$ cat config.mk
export PLATFORM = sky130hd
export DESIGN_NAME = tx_sequencer
export DESIGN_NICKNAME = d
export VERILOG_FILES = /design/src/rtl/tx_sequencer.sv
export SDC_FILE = /design/constraint.sdc
export NUM_CORES = 1
export LEC_CHECK = 0
export CAP_MARGIN = 20
export CORE_ASPECT_RATIO = 1.5
export CORE_MARGIN = 8
export CORE_UTILIZATION = 50
export DETAILED_ROUTE_END_ITERATION = 10
export PLACE_DENSITY = 0.91
export SYNTH_ARGS = -nofsm -noshare
export SYNTH_HDL_FRONTEND = slang
export SYNTH_SLANG_ARGS = --single-unit
$ cat constraint.sdc
create_clock -name clk -period 4.25 [get_ports clk]
set_clock_uncertainty 0.15 [all_clocks]
set_input_delay 0.6375 -clock clk [delete_from_list [all_inputs] [get_ports clk]]
set_output_delay 0.6375 -clock clk [all_outputs]
set_load 0.02 [all_outputs]
$ cat src/rtl/tx_sequencer.sv
// tx_sequencer: queues accepted L1A events and passes a one-hot start_read token across
// the enabled ADC channels. Optional per-channel watchdog enabled by defining TX_TIMEOUT_EN.
module tx_sequencer #(
  parameter int N_CH   = 16,
  parameter int EVT_W  = 16,
  parameter int QDEPTH = 4,
  parameter int TO_W   = 12
) (
  input  logic             clk,
  input  logic             reset_n,
  input  logic             l1a_align,
  input  logic             need_read,
  input  logic [N_CH-1:0]  ch_mask,
  input  logic             ch_done,
  input  logic             err_clr,
  input  logic [TO_W-1:0]  timeout_lim,
  output logic [N_CH-1:0]  start_read,
  output logic             busy,
  output logic [3:0]       q_level,
  output logic [EVT_W-1:0] evt_tx,
  output logic [EVT_W-1:0] evt_drop,
  output logic [4:0]       error
);

  typedef enum logic [0:0] {IDLE = 1'b0, ACTIVE = 1'b1} state_t;

  localparam logic [3:0]       QD     = 4'(QDEPTH);
  localparam logic [N_CH-1:0]  ZERO_N = {N_CH{1'b0}};
  localparam logic [N_CH-1:0]  ONE_N  = {{(N_CH-1){1'b0}}, 1'b1};
  localparam logic [EVT_W-1:0] ONE_E  = {{(EVT_W-1){1'b0}}, 1'b1};
  localparam logic [EVT_W-1:0] SAT_E  = {EVT_W{1'b1}};

  function automatic logic [N_CH-1:0] lowest_bit(input logic [N_CH-1:0] v);
    return v & (~v + ONE_N);
  endfunction

  // Lowest mask bit strictly above the one-hot token; zero when none remains.
  function automatic logic [N_CH-1:0] next_bit(input logic [N_CH-1:0] m,
                                               input logic [N_CH-1:0] tok);
    logic [N_CH-1:0] above;
    above = m & ~((tok << 1'b1) - ONE_N);
    return lowest_bit(above);
  endfunction

  state_t           state_r, state_s;
  logic [N_CH-1:0]  tok_r, tok_s, mask_r, mask_s, nxt_tok_s;
  logic             busy_r, deq_s, adv_s;
  logic [3:0]       q_r, q_s, avail_s;
  logic [EVT_W-1:0] tx_r, tx_s, drop_r, drop_s;
  logic [4:0]       err_r, err_s, err_set_s;
  logic             timeout_s, to_err_s;

`ifdef TX_TIMEOUT_EN
  localparam logic [TO_W-1:0] ONE_T = {{(TO_W-1){1'b0}}, 1'b1};
  logic [TO_W-1:0] timer_r, timer_s;

  // Watchdog: counts cycles the token has rested on one channel
  always_comb begin
    timeout_s = (state_r == ACTIVE) && (timeout_lim != {TO_W{1'b0}}) &&
                (timer_r == timeout_lim - ONE_T);
    to_err_s  = timeout_s & ~ch_done;
    if ((state_r == ACTIVE) && !(ch_done || timeout_s)) begin
      timer_s = timer_r + ONE_T;
    end else begin
      timer_s = {TO_W{1'b0}};
    end
  end

  // Watchdog counter register
  always_ff @(posedge clk or negedge reset_n) begin
    if (!reset_n) begin
      timer_r <= {TO_W{1'b0}};
    end else begin
      timer_r <= timer_s;
    end
  end
`else
  logic unused_timeout_s;
  assign unused_timeout_s = ^timeout_lim;
  assign timeout_s        = 1'b0;
  assign to_err_s         = 1'b0;
`endif

  // Next-state, token, queue, counter and error logic
  always_comb begin
    state_s   = state_r;
    tok_s     = tok_r;
    mask_s    = mask_r;
    tx_s      = tx_r;
    drop_s    = drop_r;
    err_set_s = 5'b00000;
    deq_s     = 1'b0;
    adv_s     = ch_done | timeout_s;
    nxt_tok_s = next_bit(mask_r, tok_r);
    case (state_r)
      IDLE: begin
        err_set_s[3] = ch_done;
        if (q_r != 4'd0) begin
          deq_s  = 1'b1;
          mask_s = ch_mask;
          if (ch_mask != ZERO_N) begin
            tok_s   = lowest_bit(ch_mask);
            state_s = ACTIVE;
          end else begin
            tok_s        = ZERO_N;
            err_set_s[2] = 1'b1;
          end
        end else begin
          tok_s = ZERO_N;
        end
      end
      ACTIVE: begin
        if (adv_s) begin
          if (nxt_tok_s != ZERO_N) begin
            tok_s = nxt_tok_s;
          end else begin
            tok_s   = ZERO_N;
            state_s = IDLE;
            tx_s    = tx_r + ONE_E;
          end
        end else begin
          tok_s = tok_r;
        end
      end
      default: begin
        state_s = IDLE;
        tok_s   = ZERO_N;
      end
    endcase

    // Overflow is judged against the level left after this cycle's dequeue.
    avail_s = q_r - {3'b000, deq_s};
    if (l1a_align && need_read) begin
      if (avail_s == QD) begin
        q_s          = avail_s;
        err_set_s[1] = 1'b1;
        drop_s       = (drop_r == SAT_E) ? drop_r : drop_r + ONE_E;
      end else begin
        q_s = avail_s + 4'd1;
      end
    end else if (l1a_align) begin
      q_s          = avail_s;
      err_set_s[0] = 1'b1;
    end else begin
      q_s = avail_s;
    end
    err_set_s[4] = to_err_s;
    err_s = (err_clr ? 5'b00000 : err_r) | err_set_s;
  end

  // State and registered outputs
  always_ff @(posedge clk or negedge reset_n) begin
    if (!reset_n) begin
      state_r <= IDLE;
      tok_r   <= ZERO_N;
      mask_r  <= ZERO_N;
      busy_r  <= 1'b0;
      q_r     <= 4'd0;
      tx_r    <= {EVT_W{1'b0}};
      drop_r  <= {EVT_W{1'b0}};
      err_r   <= 5'b00000;
    end else begin
      state_r <= state_s;
      tok_r   <= tok_s;
      mask_r  <= mask_s;
      busy_r  <= (state_s == ACTIVE);
      q_r     <= q_s;
      tx_r    <= tx_s;
      drop_r  <= drop_s;
      err_r   <= err_s;
    end
  end

  assign start_read = tok_r;
  assign busy       = busy_r;
  assign q_level    = q_r;
  assign evt_tx     = tx_r;
  assign evt_drop   = drop_r;
  assign error      = err_r;

endmodule

==> summary.txt, run 1 <==
STA
  – Final Worst Setup Slack: 0.848 ns
  – Final TNS setup: 0 ns
  – Slew margin rel.: 0.454
  – Final worst-path cycle share: 0.801
  – Fmax: 0.294 GHz
  – RSZ-0062 raised after global routing: false
  – Slew @ Worst Pin: between 0.8 and 0.9 ns
  – Hold WS: approximately 0.23 ns
  – Final min period: 3.40 ns
  – Final Max Tran Viols: 0
  – Final setup viols: 0
  – Final Hold Viols: 0

Global route
  – GR Overflow Total: 0
  – Largest net degree at the start of global routing: 39
  – Vias in the first global route: 3719
  – GRT Total Usage: 0.200
  – Initial antenna violation count: 0
  – First-pass GRT wire length: 17500 um

Cells and area
  – Layout cell share with drive strength beyond 1: 0.0782
  – Layout area overhead: 30.2%
  – Commonest non-fill, non-tap cell in the layout: clkdlybuf4s50_1
  – Ant. Diodes: 0
  – Nets: approximately 540
  – Final Util: 0.668
  – # fillers: 592
  – Commonest cells after routing, fill and taps aside: clkdlybuf4s50_1 (77), dfrtp_1 (72), nand2_1 (64)

Worst setup path
  – Worst r2r path cells: 8
  – CP arrival: 3.47 ns
  – Startpoint Class: flip-flop
  – Worst setup startpoint: start_read[5]$_DFFE_PN0P_
  – CP Capture Type: flip-flop
  – Worst reg2reg path endpoint: evt_tx[1]$_DFFE_PN0P_
  – FF-to-FF Start: start_read[5]$_DFFE_PN0P_
  – Critical path peak fanout: 16
  – Worst setup endpoint: evt_tx[1]$_DFFE_PN0P_
  – Critical path class: flip-flop to flip-flop
  – CP Data Required Time: ~4.3 ns
  – Reg2reg setup slack: approximately 0.85 ns

Yosys
  – Area contributors post-synth: dfrtp_1 (46%), nand2_1 (6.1%), xnor2_1 (4.0%)
  – Number of flops mapped to enable cells by yosys: 0
  – Post-synth ARST share: 1.00
  – Synth cell types: 54
  – Mean Syn Cell Area: 9.42 um2
  – Synth Flop Type: dfrtp_1
  – Yosys top cell area share: 0.461
  – Synth Warn #: 0
  – Cell Area, Synth: 3910 um2
  – Yosys reg bits: 72
  – Dominant cell type by area after synthesis: dfrtp_1
  – Syn_nets: 456
  – Mapped Cells: 415
  – Sequential fraction of the synthesis area: 0.461

Pwr
  – Worst vdd ir: 0.428 mV
  – Pwr Total: 3.24 mW
  – Pwr/cell area: around 640 nW/um2
  – Leakage power total: 2.23 nW

Min path
  – Worst hold path type: primary input to asynchronous set/reset pin

Clock network
  – Reg clk slew, reported paths: 0.05 ns
  – Later-pin clock latency in the skew report: 0.34 ns
  – Deepest clock path buffer count: 2
  – Cts hold-fix bufs: 0
  – Post-CTS setup buffers: 0
  – Total CTS buffers: 9
  – PostCTS Resize Cnt: 0
  – CTS H-tree lvls: 3
  – CTS sink count: between 70 and 80
  – Root buffer cell: clkbuf_16
  – CTS tree: done

Detailed routing
  – WL per Instance: 17.3 um
  – ANT nets after route: 0
  – Via count: 3439
  – Routed WL: 10400 um
  – DR iter-0 viols: 259
  – DR pass1 iterations: 4
  – DRC: 0
  – Post-DR vias/cell: around 5.7

Die
  – Core area: 7610 um2
  – Total die area: 11000 um2
  – FP Rows: 39
  – Initial Utilization: 0.513
  – Die Height: 124 um
  – I/O Pins: 92
  – Die Width: 88.2 um

Place
  – DPL Wire Length: 7520 um
  – GP Congestion: between 0.8 and 0.9
  – Worst slack at placement: 0.903 ns
  – Port bufs: 78

Run status
  – Status: completed

Flow run
  – Number of max-cap violations: 0
==> sequential cells by signal, summed over array words and instances, names as in the netlist <==
name,cells
evt_drop,16
evt_tx,16
start_read,16
mask_r,15
error,4
q_level,4
busy,1
==> stage by stage <==
| stage | cells | cell area [um2] |
|---|---|---|
| 2_1_floorplan | 415 | 3910 |
| 5_1_grt | 601 | 5090 |
| 4_1_cts | 601 | 5090 |
| 6_report | 601 | 5090 |
| 3_5_place_dp | 585 | 4770 |
| 3_3_place_gp | 585 | 4770 |
==> synthesized netlist by cell type, drive strengths merged, types with 3 or more instances <==
master	instances
nor3b	4
nor2b	4
a21oi	9
dfrtp	72
ha	7
o21ai	6
or4	4
nand2b	9
nor2	34
a22o	3
nor4b	4
mux2i	5
and4	3
a31oi	12
inv	20
nand2	64
xnor2	18
xor2	17
mux2	5
nor4	12
and3	8
clkbuf	10
buf	4
or3	5
nand4	8
nand3	18
a32oi	4
nor3	12
or2	4
and2	3
nand3b	6
==> metal layers <==
| layer | global-route usage | part of all wire |
|---|---|---|
| met2 | 0.343 | 0.53 |
| met5 | 0 | 0 |
| met4 | 0.104 | 0.023 |
| met3 | 0.0542 | 0.058 |
| met1 | 0.213 | 0.39 |
==> logic make-up after synthesis <==
family	share of synthesized area
simple gates	0.283
buf+inv	0.0378
xor+xnor	0.0784
other cells	0.000960
compound gates	0.0893
fa+ha+maj	0.0224
mux	0.0272
flops	0.461
==> area by class of cell <==
cell class	instances	area (um2)	area share
clock inverter	2	35.0	0.00689
sequential	72	1800	0.354
clock buffer	14	284	0.0558
inverter	20	75.1	0.0148
multi-input combinational	309	1960	0.385
timing repair buffer	82	806	0.158
tap	102	128	0.0251
==> power breakdown <==
group / total [mW] / internal, mW / switching (mW) / leakage [nW]
clock network: 0.791 / 0.517 / 0.274 / 0.159
registers: 1.06 / 0.871 / 0.190 / 0.933
logic: 1.39 / 0.597 / 0.795 / 1.14
total: 3.24 / 1.99 / 1.26 / 2.23
==> worst min-delay path by stage <==
stage	cells after the start	to	slack, ns	start
after floorplan	0	busy$_DFF_PN0_	0.19	reset_n
after detailed placement	1	evt_tx[15]$_DFFE_PN0P_	0.31	evt_tx[15]$_DFFE_PN0P_
final	1	evt_tx[5]$_DFFE_PN0P_	0.23	reset_n
after CTS	1	evt_tx[5]$_DFFE_PN0P_	0.25	reset_n
after global placement	1	evt_tx[15]$_DFFE_PN0P_	0.31	evt_tx[15]$_DFFE_PN0P_
after global routing	1	evt_tx[5]$_DFFE_PN0P_	0.29	reset_n
==> worst max-delay path: stages, from the launching register on <==
cell and delay [ns]:
dfrtp_1 0.42, or4_4 0.65, o311a_1 0.41, or2_0 0.25, or3_4 0.41, nand4bb_1 0.20, buf_4 0.22, nor2_1 0.21
mux2_2 0.36
No activity file was read; power rests on OpenSTA's default activity.
==> run 2, diff against run 1 <==
Settings changed: CORE_UTILIZATION 50 to 45, PLACE_DENSITY 0.91 to 0.87.
Clock period 4.25 ns to 2.9 ns, I/O delays scaled along.
==> summary.txt, run 2 (synthesis results as in run 1) <==
Worst setup path
  – Crit path buf inv count: 2 (+1)
  – Critical path peak fanout: 6 (-10)
  – Crit-path leading delay family: simple AND/OR/NAND/NOR gates
  – CP max stage cell: or4_4
  – Reg2reg setup slack: -0.34 ns (-1.18 ns)
  – CP Capture Type: flip-flop
  – Startpoint Class: flip-flop
  – FF-to-FF Start: start_read[2]$_DFFE_PN0P_
  – Worst reg2reg path endpoint: evt_tx[9]$_DFFE_PN0P_
  – Worst r2r path cells: 9 (+1)
  – CP arrival: 3.33 ns (-0.14 ns)
  – CP max stage delay: 0.59 ns (-0.06 ns)
  – Crit-path cells: or4_4, buf_6, o311a_1, or2_4, o41ai_4, nand4bb_4, buf_2, nor4_2, xor2_1
  – Critical path class: flip-flop to flip-flop
  – CP Data Required Time: 3.00 ns (-1.32 ns)

Detailed routing
  – DRC: 0 (unchanged)
  – DR iter-0 viols: 209 (-19%)
  – Via count: 3807 (+11%)
  – WL per Instance: 18.2 um (+4.9%)
  – Routed WL: 12000 um (+16%)
  – Post-DR vias/cell: 5.74 (+0.35%)
  – ANT nets after route: 0 (unchanged)
  – DR pass1 iterations: 5 (+1)

Place
  – DPL Wire Length: 8190 um (+8.8%)
  – Placed insts: 631 (+7.9%)
  – GP Congestion: 0.875 (-2.0%)
  – Port bufs: 78 (unchanged)

Global route
  – Largest net degree at the start of global routing: 33 (-15%)
  – Vias in the first global route: 3962 (+6.5%)
  – First-pass GRT wire length: 18800 um (+7.5%)
  – GR Overflow Total: 0 (unchanged)
  – Initial antenna violation count: 0 (unchanged)
  – GRT Total Usage: 0.196 (-0.00386)

Die
  – Total die area: 12000 um2 (+9.3%)
  – Initial Utilization: 0.464 (-0.0489)
  – Die Height: 130 um (+4.7%)
  – I/O Pins: 92 (unchanged)
  – FP Rows: 41 (+5.1%)
  – Core area: 8410 um2 (+11%)
  – Die Width: 92.1 um (+4.4%)

Cells and area
  – Ant. Diodes: 0 (unchanged)
  – Commonest non-fill, non-tap cell in the layout: clkdlybuf4s50_1
  – Layout cell share with drive strength beyond 1: 0.234 (+0.156)
  – Commonest cells after routing, fill and taps aside: clkdlybuf4s50_1 (77), nand2_1 (64), dfrtp_1 (64)
  – Final Non-Filler Cells: 663 (+10%)
  – Nets: 592 (+11%)
  – Layout area overhead: 47.8%

Clock network
  – Root buffer cell: clkbuf_16
  – Reg clk slew, reported paths: 0.06 ns (about the same)
  – Cts hold-fix bufs: 0 (unchanged)
  – CTS sink count: 72 (unchanged)
  – CTS H-tree lvls: 3 (unchanged)
  – Deepest clock path buffer count: 2 (unchanged)
  – CTS tree: done
  – Later-pin clock latency in the skew report: 0.34 ns (about the same)
  – Total CTS buffers: 9 (unchanged)

Min path
  – Worst hold path type: primary input to asynchronous set/reset pin

STA
  – RSZ-0062 raised after global routing: true
  – Final Hold Viols: 7 (+7)
  – Final setup viols: 20 (+20)
  – Fmax: 0.309 GHz (+5.2%)
  – Final Worst Setup Slack: -0.336 ns (-1.18 ns)
  – Slew margin rel.: 0.520 (+0.0652)
  – Final Max Tran Viols: 0 (unchanged)
  – Final min period: 3.24 ns (-0.167 ns)
  – Slew @ Worst Pin: 0.721 ns (-0.0958 ns)
  – Final worst-path cycle share: 1.12 (+0.315)
  – Hold WS: -0.00149 ns (-0.229 ns)

Pwr
  – Leakage power total: 2.63 nW (+18%)
  – Worst vdd ir: 0.666 mV (+56%)
  – Pwr/cell area: 974 nW/um2 (+53%)

Run status
  – Failing checks: negative hold slack, negative setup slack
  – Status: finished, violations left

Flow run
  – Number of max-cap violations: 0 (unchanged)
==> run 2: cell count changes in the layout (fill, tap and decap cells not counted), moves of 5 or more <==
cell	change
nor4_2	+5
dfrtp_1	-8
buf_4	+52
nor4_1	-7
dfrtp_2	+8
nor3_2	-5
nor3_4	+5
==> run 2: what timing repair did <==
action / in CTS / in global routing
pin swaps: 3 / 7
endpoints found under the setup margin: 20 / 34
setup buffers: 8 / 6
resized for setup: 11 / 25
cloned: 1 / 1
==> run 2: metal layers <==
| layer | vias to the layer above | global-route usage | share of wire | routed length, um |
|---|---|---|---|---|
| met2 | 143 | 0.341 | 0.53 | 6430 |
| met4 | 0 | 0.133 | 0.041 | 497 |
| li1 | 1737 | - | - | - |
| met3 | 46 | 0.0546 | 0.055 | 667 |
| met5 | - | 0 | 0 | 0 |
| met1 | 1881 | 0.201 | 0.37 | 4460 |
==> run 2: worst reg2reg max path, stage by stage, from the launching register on <==
cell and delay [ns]:
dfrtp_1 0.39, or4_4 0.59, buf_6 0.16, o311a_1 0.36
or2_4 0.25, o41ai_4 0.29, nand4bb_4 0.17, buf_2 0.21
nor4_2 0.34, xor2_1 0.23
==> run 2: worst max-delay path by stage <==
stage | startpoint | to | slack [ns] | depth (start not counted)
2_1_floorplan | start_read[4]$_DFFE_PN0P_ | evt_tx[1]$_DFFE_PN0P_ | -0.07 | 8
3_3_place_gp | start_read[4]$_DFFE_PN0P_ | evt_tx[11]$_DFFE_PN0P_ | -0.14 | 9
3_5_place_dp | start_read[4]$_DFFE_PN0P_ | evt_tx[7]$_DFFE_PN0P_ | -0.23 | 8
4_1_cts | start_read[5]$_DFFE_PN0P_ | evt_tx[7]$_DFFE_PN0P_ | -0.12 | 8
5_1_grt | start_read[2]$_DFFE_PN0P_ | evt_tx[9]$_DFFE_PN0P_ | -0.39 | 8
6_report | start_read[2]$_DFFE_PN0P_ | evt_tx[9]$_DFFE_PN0P_ | -0.34 | 9
==> run 2: final cells by class <==
type,count,area [um2]
fillers,626,2640
multi-input cells,310,2190
flip-flops and latches,72,1810
repair buffers,138,1230
clock buffers,10,239
well taps,107,134
clock inverters,6,91.3
inverters,20,75.1
==> run 2: through the flow <==
step	cell area, um2	total power, mW	setup TNS (ns)	worst slack (ns)	utilization
6_report	5770	5.63	-2.63	-0.336	0.686
5_1_grt	5770	5.89	-3.88	-0.390	0.686
4_1_cts	5580	5.36	-0.910	-0.118	0.664
3_5_place_dp	5130	3.96	-1.88	-0.228	0.610
3_3_place_gp	5130	3.87	-1.04	-0.141	0.610
2_1_floorplan	3980	2.91	-0.614	-0.0665	-
==> run 2: power by group <==
| part | total [mW] | internal, mW | leakage [nW] | switching, mW |
|---|---|---|---|---|
| sequential | 1.54 | 1.29 | 0.925 | 0.251 |
| combinational | 2.87 | 1.35 | 1.55 | 1.52 |
| clock | 1.22 | 0.780 | 0.163 | 0.436 |
| total | 5.63 | 3.42 | 2.63 | 2.21 |
==> run 3, diff against run 2 <==
Settings changed: CORE_UTILIZATION 45 to 50, PLACE_DENSITY 0.87 to 0.91.
Clock period 2.9 ns to 3 ns, I/O delays scaled along.
==> summary.txt, run 3 (synthesis results as in run 1) <==
Global route
  – Initial antenna violation count: 0 (unchanged)
  – GRT Total Usage: 0.204 (+0.00807)
  – Largest net degree at the start of global routing: 43 (+30%)
  – Vias in the first global route: 3661 (-7.6%)
  – GR Overflow Total: 0 (unchanged)
  – First-pass GRT wire length: 17700 um (-6.2%)

Cells and area
  – Final Non-Filler Cells: 644 (-2.9%)
  – # fillers: 542 (-13%)
  – Commonest non-fill, non-tap cell in the layout: clkdlybuf4s50_1
  – Layout cell share with drive strength beyond 1: 0.190 (-0.0438)
  – Layout area overhead: 41.0%
  – Nets: 578 (-2.4%)
  – Ant. Diodes: 0 (unchanged)
  – Final Util: 0.724 (+0.0375)
  – Design area: 5510 um2 (-4.6%)
  – Seq. cell area: 1810 um2 (about the same)
  – Multi-input logic area: 2090 um2 (-4.4%)
  – Commonest cells after routing, fill and taps aside: clkdlybuf4s50_1 (77), dfrtp_1 (65), nand2_1 (64)

Detailed routing
  – DRC: 0 (unchanged)
  – DR iter-0 viols: 205 (-1.9%)
  – WL per Instance: 17.1 um (-5.9%)
  – Routed WL: 11000 um (-8.6%)
  – ANT nets after route: 0 (unchanged)
  – Post-DR vias/cell: 5.58 (-2.8%)
  – Via count: 3594 (-5.6%)
  – DR pass1 iterations: 5 (unchanged)

Worst setup path
  – CP max stage delay: 0.59 ns (about the same)
  – Critical path class: flip-flop to flip-flop
  – Startpoint Class: flip-flop
  – Critical path peak fanout: 12 (+6)
  – CP max stage cell: or4_4
  – CP Data Required Time: 3.11 ns (+0.11 ns)
  – CP arrival: 3.15 ns (-0.18 ns)
  – CP Capture Type: flip-flop
  – Worst r2r path cells: 9 (unchanged)
  – Crit-path cells: or4_4, o311a_1, or2_1, or3_4, nand4bb_1, buf_6, buf_4, nor3_4, xor2_1

STA
  – Final setup viols: 9 (-55%)
  – RSZ-0062 raised after global routing: true
  – Final worst-path cycle share: 1.01 (-0.103)
  – Slew @ Worst Pin: 0.924 ns (+0.204 ns)
  – Slew margin rel.: 0.384 (-0.136)
  – Final Hold Viols: 0 (-7)
  – Final Max Tran Viols: 0 (unchanged)
  – Fmax: 0.329 GHz (+6.5%)
  – Final min period: 3.04 ns (-0.196 ns)
  – Final Worst Setup Slack: -0.0394 ns (+0.296 ns)

Die
  – Core area: 7610 um2 (-9.5%)
  – FP Rows: 39 (-4.9%)
  – Initial Utilization: 0.513 (+0.0489)
  – Die Height: 124 um (-4.5%)
  – I/O Pins: 92 (unchanged)
  – Total die area: 11000 um2 (-8.5%)
  – Die Width: 88.2 um (-4.2%)

Pwr
  – Pwr/cell area: 888 nW/um2 (-8.9%)
  – Switch Pwr: 1.96 mW (-11%)
  – Worst vdd ir: 0.721 mV (+8.2%)
  – P_int: 2.93 mW (-14%)
  – Clock share of power: 0.199 (-0.017)
  – Leakage power total: 2.49 nW (-5.5%)
  – Switching share of power: 0.401 (+0.00797)
  – Combinational power share: 0.500 (-0.011)
  – Register share of total power: 0.301 (+0.028)

Clock network
  – CTS sink count: 72 (unchanged)
  – CTS H-tree lvls: 3 (unchanged)
  – CTS tree: done
  – Later-pin clock latency in the skew report: 0.34 ns (about the same)
  – Total CTS buffers: 9 (unchanged)
  – Cts hold-fix bufs: 0 (unchanged)
  – Root buffer cell: clkbuf_16
  – Deepest clock path buffer count: 2 (unchanged)
  – Reg clk slew, reported paths: 0.06 ns (about the same)

Run status
  – Failing checks: negative setup slack
  – Status: finished, violations left

Place
  – Port bufs: 78 (unchanged)
  – GP Congestion: 0.846 (-3.2%)
  – DPL Wire Length: 7910 um (-3.4%)
  – Placed insts: 621 (-1.6%)
  – Placed cell areas: 5090 um2 (-0.95%)

Flow run
  – Number of max-cap violations: 0 (unchanged)

Min path
  – Worst hold path type: primary input to asynchronous set/reset pin
run 3: worst paths after layout:
path	slack (ns)	end	start
worst min register to register	0.33	evt_tx[15]$_DFFE_PN0P_	evt_tx[15]$_DFFE_PN0P_
min in group clk	0.33	evt_tx[15]$_DFFE_PN0P_	evt_tx[15]$_DFFE_PN0P_
worst min-delay path	0.10	mask_r[4]$_DFFE_PN0P_	reset_n
worst max register to register	-0.04	evt_tx[4]$_DFFE_PN0P_	start_read[5]$_DFFE_PN0P_
max in group asynchronous	1.91	evt_drop[13]$_DFFE_PN0P_	reset_n
worst max-delay path	-0.04	evt_tx[4]$_DFFE_PN0P_	start_read[5]$_DFFE_PN0P_
run 3: timing repair:
item	in CTS	in global routing
endpoints found under the hold margin	0	0
pin swaps	1	4
setup buffers	4	3
setup endpoints to repair	12	24
gates resized for setup	5	12
run 3: area by class of cell:
type | count | area share
Tap cell | 102 | 0.0232
Clock buffer | 9 | 0.0409
Clock inverter | 7 | 0.00863
Timing Repair Buffer | 125 | 0.205
Multi-Input combinational cell | 309 | 0.380
Sequential cell | 72 | 0.329
Inverter | 20 | 0.0136
run 3: power by group through the flow:
stage	combinational [mW]	sequential [mW]	clock, mW
after floorplan	1.16	1.65	0
after global placement	2.19	1.46	0
after detailed placement	2.27	1.47	0
after CTS	2.33	1.46	0.987
after global routing	2.67	1.50	1.03
final	2.44	1.47	0.976
run 3: through the flow:
stage | TNS [ns] | total power, mW | setup WS (ns) | hold slack, ns
after floorplan | 0 | 2.81 | 0.000291 | 0.00441
after global placement | -0.0721 | 3.65 | -0.0256 | 0.308
after detailed placement | -0.335 | 3.75 | -0.0758 | 0.328
after CTS | -0.115 | 4.78 | -0.0301 | 0.137
after global routing | -1.53 | 5.20 | -0.127 | 0.184
final | -0.144 | 4.89 | -0.0394 | 0.103
run 3: worst max-delay path: cells and delay by family (launching register included):
family,cells,cell delay [ns]
and+or+nand+nor,5,1.60
DFF,1,0.40
AOI/OAI and AO/OA,1,0.33
buffers and inverters,2,0.33
xor gates and xnor gates,1,0.16
run 3: per-layer routing:
layer | wire [um] | up-vias | track usage
li1 | - | 1702 | -
met1 | 4140 | 1717 | 0.218
met2 | 5820 | 134 | 0.349
met3 | 653 | 41 | 0.0522
met4 | 403 | 0 | 0.112
met5 | 0 | - | 0
==> patch 1: new RTL, flow settings as in run 2 <==
Take the reset off `q_r` and load it in a clocked block of its own.
--- a/src/rtl/tx_sequencer.sv
+++ b/src/rtl/tx_sequencer.sv
@@ -157,3 +157,2 @@
       busy_r  <= 1'b0;
-      q_r     <= 4'd0;
       tx_r    <= {EVT_W{1'b0}};
@@ -166,3 +165,2 @@
       busy_r  <= (state_s == ACTIVE);
-      q_r     <= q_s;
       tx_r    <= tx_s;
@@ -171,2 +169,6 @@
     end
+  end
+
+  always_ff @(posedge clk) begin
+    q_r <= q_s;
   end
Function: changed (a bounded check fails within 4 cycles, from zero or initial values and one cycle with reset_n low).
==> patch 1 against run 2 <==
The run ends with setup timing left; cell area down 1.2%; worst hold slack better by 0.051 ns; first-iteration DRC count up 25%; sequential cell count unchanged; synthesized area down 0.51%; worst setup slack better by 0.023 ns; total power down 1.9%; wire length up 1.5%; combinational power up 2%; synthesized cell count unchanged; clock power down 11%.
==> patch 1: results (changes against run 2) <==
The flow ran to the end, but the final reports show violations. The final reports fail on setup timing. The worst slack at placement was -0.296 ns (-0.0681 ns). The HPWL after detailed placement was 8.49 mm (+3.7%). The area of all placed cells without fillers came out at 5700 um^2 (-1.2%). The multiplexer share of the synthesized area came to 2.74% (+0.014 points). The worst hold slack across all endpoints is 0.0495 ns (+0.0510 ns). The met1 wire length came to 4.27 mm (-4.1%).

Sorting the synthesized cells by area gives the leading types as dfrtp_1 44%, nand2_1 6.2%, xnor2_1 4.1%. The fraction of layout cells with a size suffix above 1 is 21.2% (-2.1 points). The data arrival time of the critical path is 3.29 ns (-0.04 ns). The non-clock buffer count in the final layout is 134 (-2.9%). The wire length of the first global-routing pass is 19.7 mm (+4.8%).

The fraction of the mapped netlist area in compound gates came out at 8.98% (+0.046 points). The post-placement cell area came out at 5120 um^2 (-0.19%). The flip-flop and latch share of the layout cell area came to 31.4% (+0.034 points). The met2 capacity usage during global routing came to 37.3% (+3.3 points). The multi-input logic cell count came out at 309 (-0.32%).

The power in combinational cells came out at 2.92 mW (+2%). The adder-cell area share of the yosys netlist was 2.25% (+0.012 points). The count of cell types in the netlist was 55 (+1.9%). The global routing met3 resource utilization came out at 6.67% (+1.2 points). The detailed router's first-iteration violation count came out at 262 (+25%).

The via count of the first global-routing pass came out at 4055 (+2.3%). The final number of setup-violating endpoints is 21 (+5.0%). The number of filler instances in the final layout is 608 (-2.9%). The setup TNS after final layout was -4.74 ns (-2.11 ns).

The non-clock buffer area fraction after layout came out at 22.1% (+0.68 points). By count the netlist is led by 68 x dfrtp_1, 64 x nand2_1, 34 x nor2_1, 20 x inv_1. The number of nets at the end of the flow was 587 (-0.84%). The static leakage is 2.62 nW (-0.69%). The number of cells upsized or downsized after cts came to 23 (+12).

The worst stage delay on the critical path came out at 0.57 ns (-0.02 ns). The final worst-path setup slack is -0.312 ns (+0.0232 ns). The largest net degree at the start of global routing came to 36 (+9.1%). The post-CTS setup buffer count is 7 (-1).
patch 1: kinds of logic after synthesis:
family	count (synthesis)
AND/OR/NAND/NOR	205
flip-flops	72
other	1
buffers and inverters	34
adder cells (fa/ha/maj)	7
XOR/XNOR	35
AO/OA/AOI/OAI	51
multiplexers	10
patch 1: path summary, 6_finish.rpt:
check / startpoint / endpoint / depth (start not counted)
max in group asynchronous: reset_n / start_read[6] / 2
worst max-delay path: start_read[4] / evt_tx[1] / 10
worst min-delay path: reset_n / evt_tx[0] / 1
worst min register to register: evt_tx[15] / evt_tx[15] / 1
min in group clk: evt_tx[15] / evt_tx[15] / 1
worst max register to register: start_read[4] / evt_tx[1] / 10
patch 1: per-stage QoR:
stage | cells | power (mW)
global placement | 629 | 3.92
global route | 658 | 5.79
finish | 658 | 5.52
CTS | 652 | 5.30
detailed placement | 629 | 4.03
floorplan | 415 | 2.91
==> patch 2: new RTL, settings of run 2 <==
Made on the original files. Add a define of `TX_TIMEOUT_EN`.
--- a/src/rtl/tx_sequencer.sv
+++ b/src/rtl/tx_sequencer.sv
@@ -2,2 +2,4 @@
 // the enabled ADC channels. Optional per-channel watchdog enabled by defining TX_TIMEOUT_EN.
+`define TX_TIMEOUT_EN
+
 module tx_sequencer #(
Formal check against the unedited RTL: not equivalent (Yosys sat finds a counterexample within 4 cycles, from zero or initial values and one cycle with reset_n low).
==> patch 2 against run 2 <==
The flow finishes with violations (setup timing); cell area increased by 33%; wire length increased by 36%; register-to-register slack improved by 0.23 ns; synthesized area increased by 31%; worst setup slack improved by 0.20 ns; total power decreased by 39%; sequential cell count increased by 13; critical path type is now in2reg; largest cell class unchanged; highest routed layer unchanged.
==> patch 2: results (changes against run 2) <==
The data arrival time of the critical path came out at 3.11 ns (-0.22 ns). The worst ir drop on vdd was 0.385 mV (-42%). The number of antenna violations at the first check in global routing came out at 0 (unchanged). The clock transition time at the flip-flop clock pins of the worst setup and hold paths is 0.06 ns (about the same). The fraction of layout cells with a size suffix above 1 is 26.5% (+3.1 points).

The final number of setup-violating endpoints came out at 16 (-20%). The port buffer count came out at 91 (+17%). The number of optimization iterations in the first detailed-route pass came to 9 (+4). The gate family responsible for the most delay along the worst path is compound AO/OA/AOI/OAI gates.

Sorting the synthesized cells by how often they occur yields 85 x dfrtp_1, 65 x nand2_1, 41 x nor2_1, 32 x xor2_1, 30 x nand3_1. The final reports fail on setup timing. The number of filler instances in the final layout is 789 (+26%).

The setup TNS after final layout is -1.21 ns (+1.42 ns). The average via count per standard cell came out at 5.77 (+0.56%). The number of inserted diodes came out at 0 (unchanged). The via count of the first global-routing pass came out at 5352 (+35%). The wire length of the first global-routing pass was 25.9 mm (+37%).

The wire length after detailed routing came out at 16.4 mm (+36%). The static leakage came out at 3.32 nW (+26%). The worst stage delay on the critical path is 0.45 ns (-0.14 ns). The maximum buffer depth of the clock tree came out at 2 (unchanged). The largest individual stage delay along the critical path comes from the cell clkdlybuf4s50_1. The register area share after synthesis came out at 41.6% (-4.5 points). The placed instance count was 828 (+31%). The largest driver fanout on the critical path is 2 (-4). The HPWL after detailed placement came out at 11.4 mm (+39%). The clock insertion delay at the later pin of the skew report came out at 0.34 ns (about the same). The aggregate global-route resource usage is 21.5% (+1.9 points). The H-tree depth reported by CTS came out at 3 (unchanged). The routability-driven placement congestion ratio came to 0.883 (+0.91%).

The post-synthesis average cell area came to 9.49 um^2 (+0.79%). The final worst-path setup slack came out at -0.133 ns (+0.203 ns). The buffer type at the clock tree root is clkbuf_16.

The number of nets at the end of the flow came to 755 (+28%). The post-synth net total is 582 (+28%). The count of cell types in the netlist came out at 65 (+20%). The detailed router's first-iteration violation count came out at 295 (+41%).

The number of buffers created by CTS came out at 9 (unchanged). The async set-reset flop share out of synthesis was 100% (unchanged). The count of synthesis-stage warnings from yosys is 0 (unchanged).

The flow ran to the end, but the final reports show violations. After synthesis, the cell types taking the most area are dfrtp_1 42%, xor2_1 5.5%, xnor2_1 4.8%. The normalized max-slew margin is 64.0% (+12 points). The largest net degree at the start of global routing is 47 (+42%). The min-delay analysis places its worst path in the category reg2reg. The overall via count from detail_route was 4989 (+31%).
==> patch 2: changes by cell type in the layout (fill, tap and decap cells not counted), moves of 10 or more <==
cell / before / now
buf_4: 56 / 69
nand3_1: 17 / 28
buf_12: 0 / 10
xor2_1: 17 / 32
nor4_4: 2 / 17
dfrtp_1: 64 / 78
and3_1: 7 / 18
==> patch 2: final timing paths <==
check | start | end | slack, ns | depth (start not counted)
hold / removal | mask_r[4] | mask_r[4] | 0.33 | 2
min in group asynchronous | reset_n | start_read[6] | 0.45 | 2
max in group asynchronous | reset_n | q_level[2] | 1.50 | 3
setup / recovery | timeout_lim[11] | evt_tx[1] | -0.13 | 9
setup reg to reg | start_read[0] | evt_tx[1] | -0.11 | 9
hold reg to reg | mask_r[4] | mask_r[4] | 0.33 | 2
==> patch 2: power breakdown <==
part	internal, mW	leakage (nW)	switching, mW
clock network	0.574	0.129	0.458
registers	1.28	1.02	0.106
logic	0.505	2.17	0.507
total	2.36	3.32	1.07
==> patch 2: per-stage QoR <==
| stage | util (%) | total power, mW | setup WS (ns) | cell area, um^2 |
|---|---|---|---|---|
| floorplan | - | 1.83 | -0.115 | 5300 |
| global placement | 62.3 | 2.26 | -0.792 | 6880 |
| detailed placement | 62.3 | 2.30 | -0.905 | 6880 |
| CTS | 66.8 | 3.37 | -0.0749 | 7380 |
| global route | 69.5 | 3.58 | -0.183 | 7680 |
| finish | 69.5 | 3.43 | -0.133 | 7680 |
==> patch 2: cell families (layout without fill, tap and decap cells) <==
logic type | Yosys count | count (layout) | share of synthesized area [%]
multiplexers | 6 | 6 | 1.32
adder cells (fa/ha/maj) | 9 | 9 | 2.20
flip-flops | 85 | 85 | 41.6
buffers and inverters | 40 | 218 | 3.89
AO/OA/AOI/OAI | 74 | 74 | 10.9
XOR/XNOR | 60 | 60 | 10.3
AND/OR/NAND/NOR | 265 | 265 | 29.8
==> patch 2: routing by layer <==
layer | routed length (um) | vias to the layer above | track usage [%] | share of wire, %
li1 | - | 2289 | - | -
met1 | 6260 | 2446 | 23.5 | 38
met2 | 8650 | 214 | 37.5 | 53
met3 | 931 | 40 | 4.47 | 5.7
met4 | 524 | 0 | 11.1 | 3.2
met5 | 0 | - | 0 | 0
==> patch 2: repair_timing <==
action                     in CTS  in global routing
setup endpoints to repair      49                 47
hold buffers                    1                  0
resized for setup              51                 40
gates cloned                    2                  1
pin swaps                      23                 29
setup buffers                   9                  8
hold endpoints to repair       39                  0
==> patch 2: area by class of cell <==
cell class,count,area share (%)
Clock inverter,5,0.358
Timing Repair Buffer,182,23.6
Clock buffer,11,3.03
Tap cell,147,2.39
Inverter,20,1.24
Multi-Input combinational cell,414,41.6
Sequential cell,85,27.8
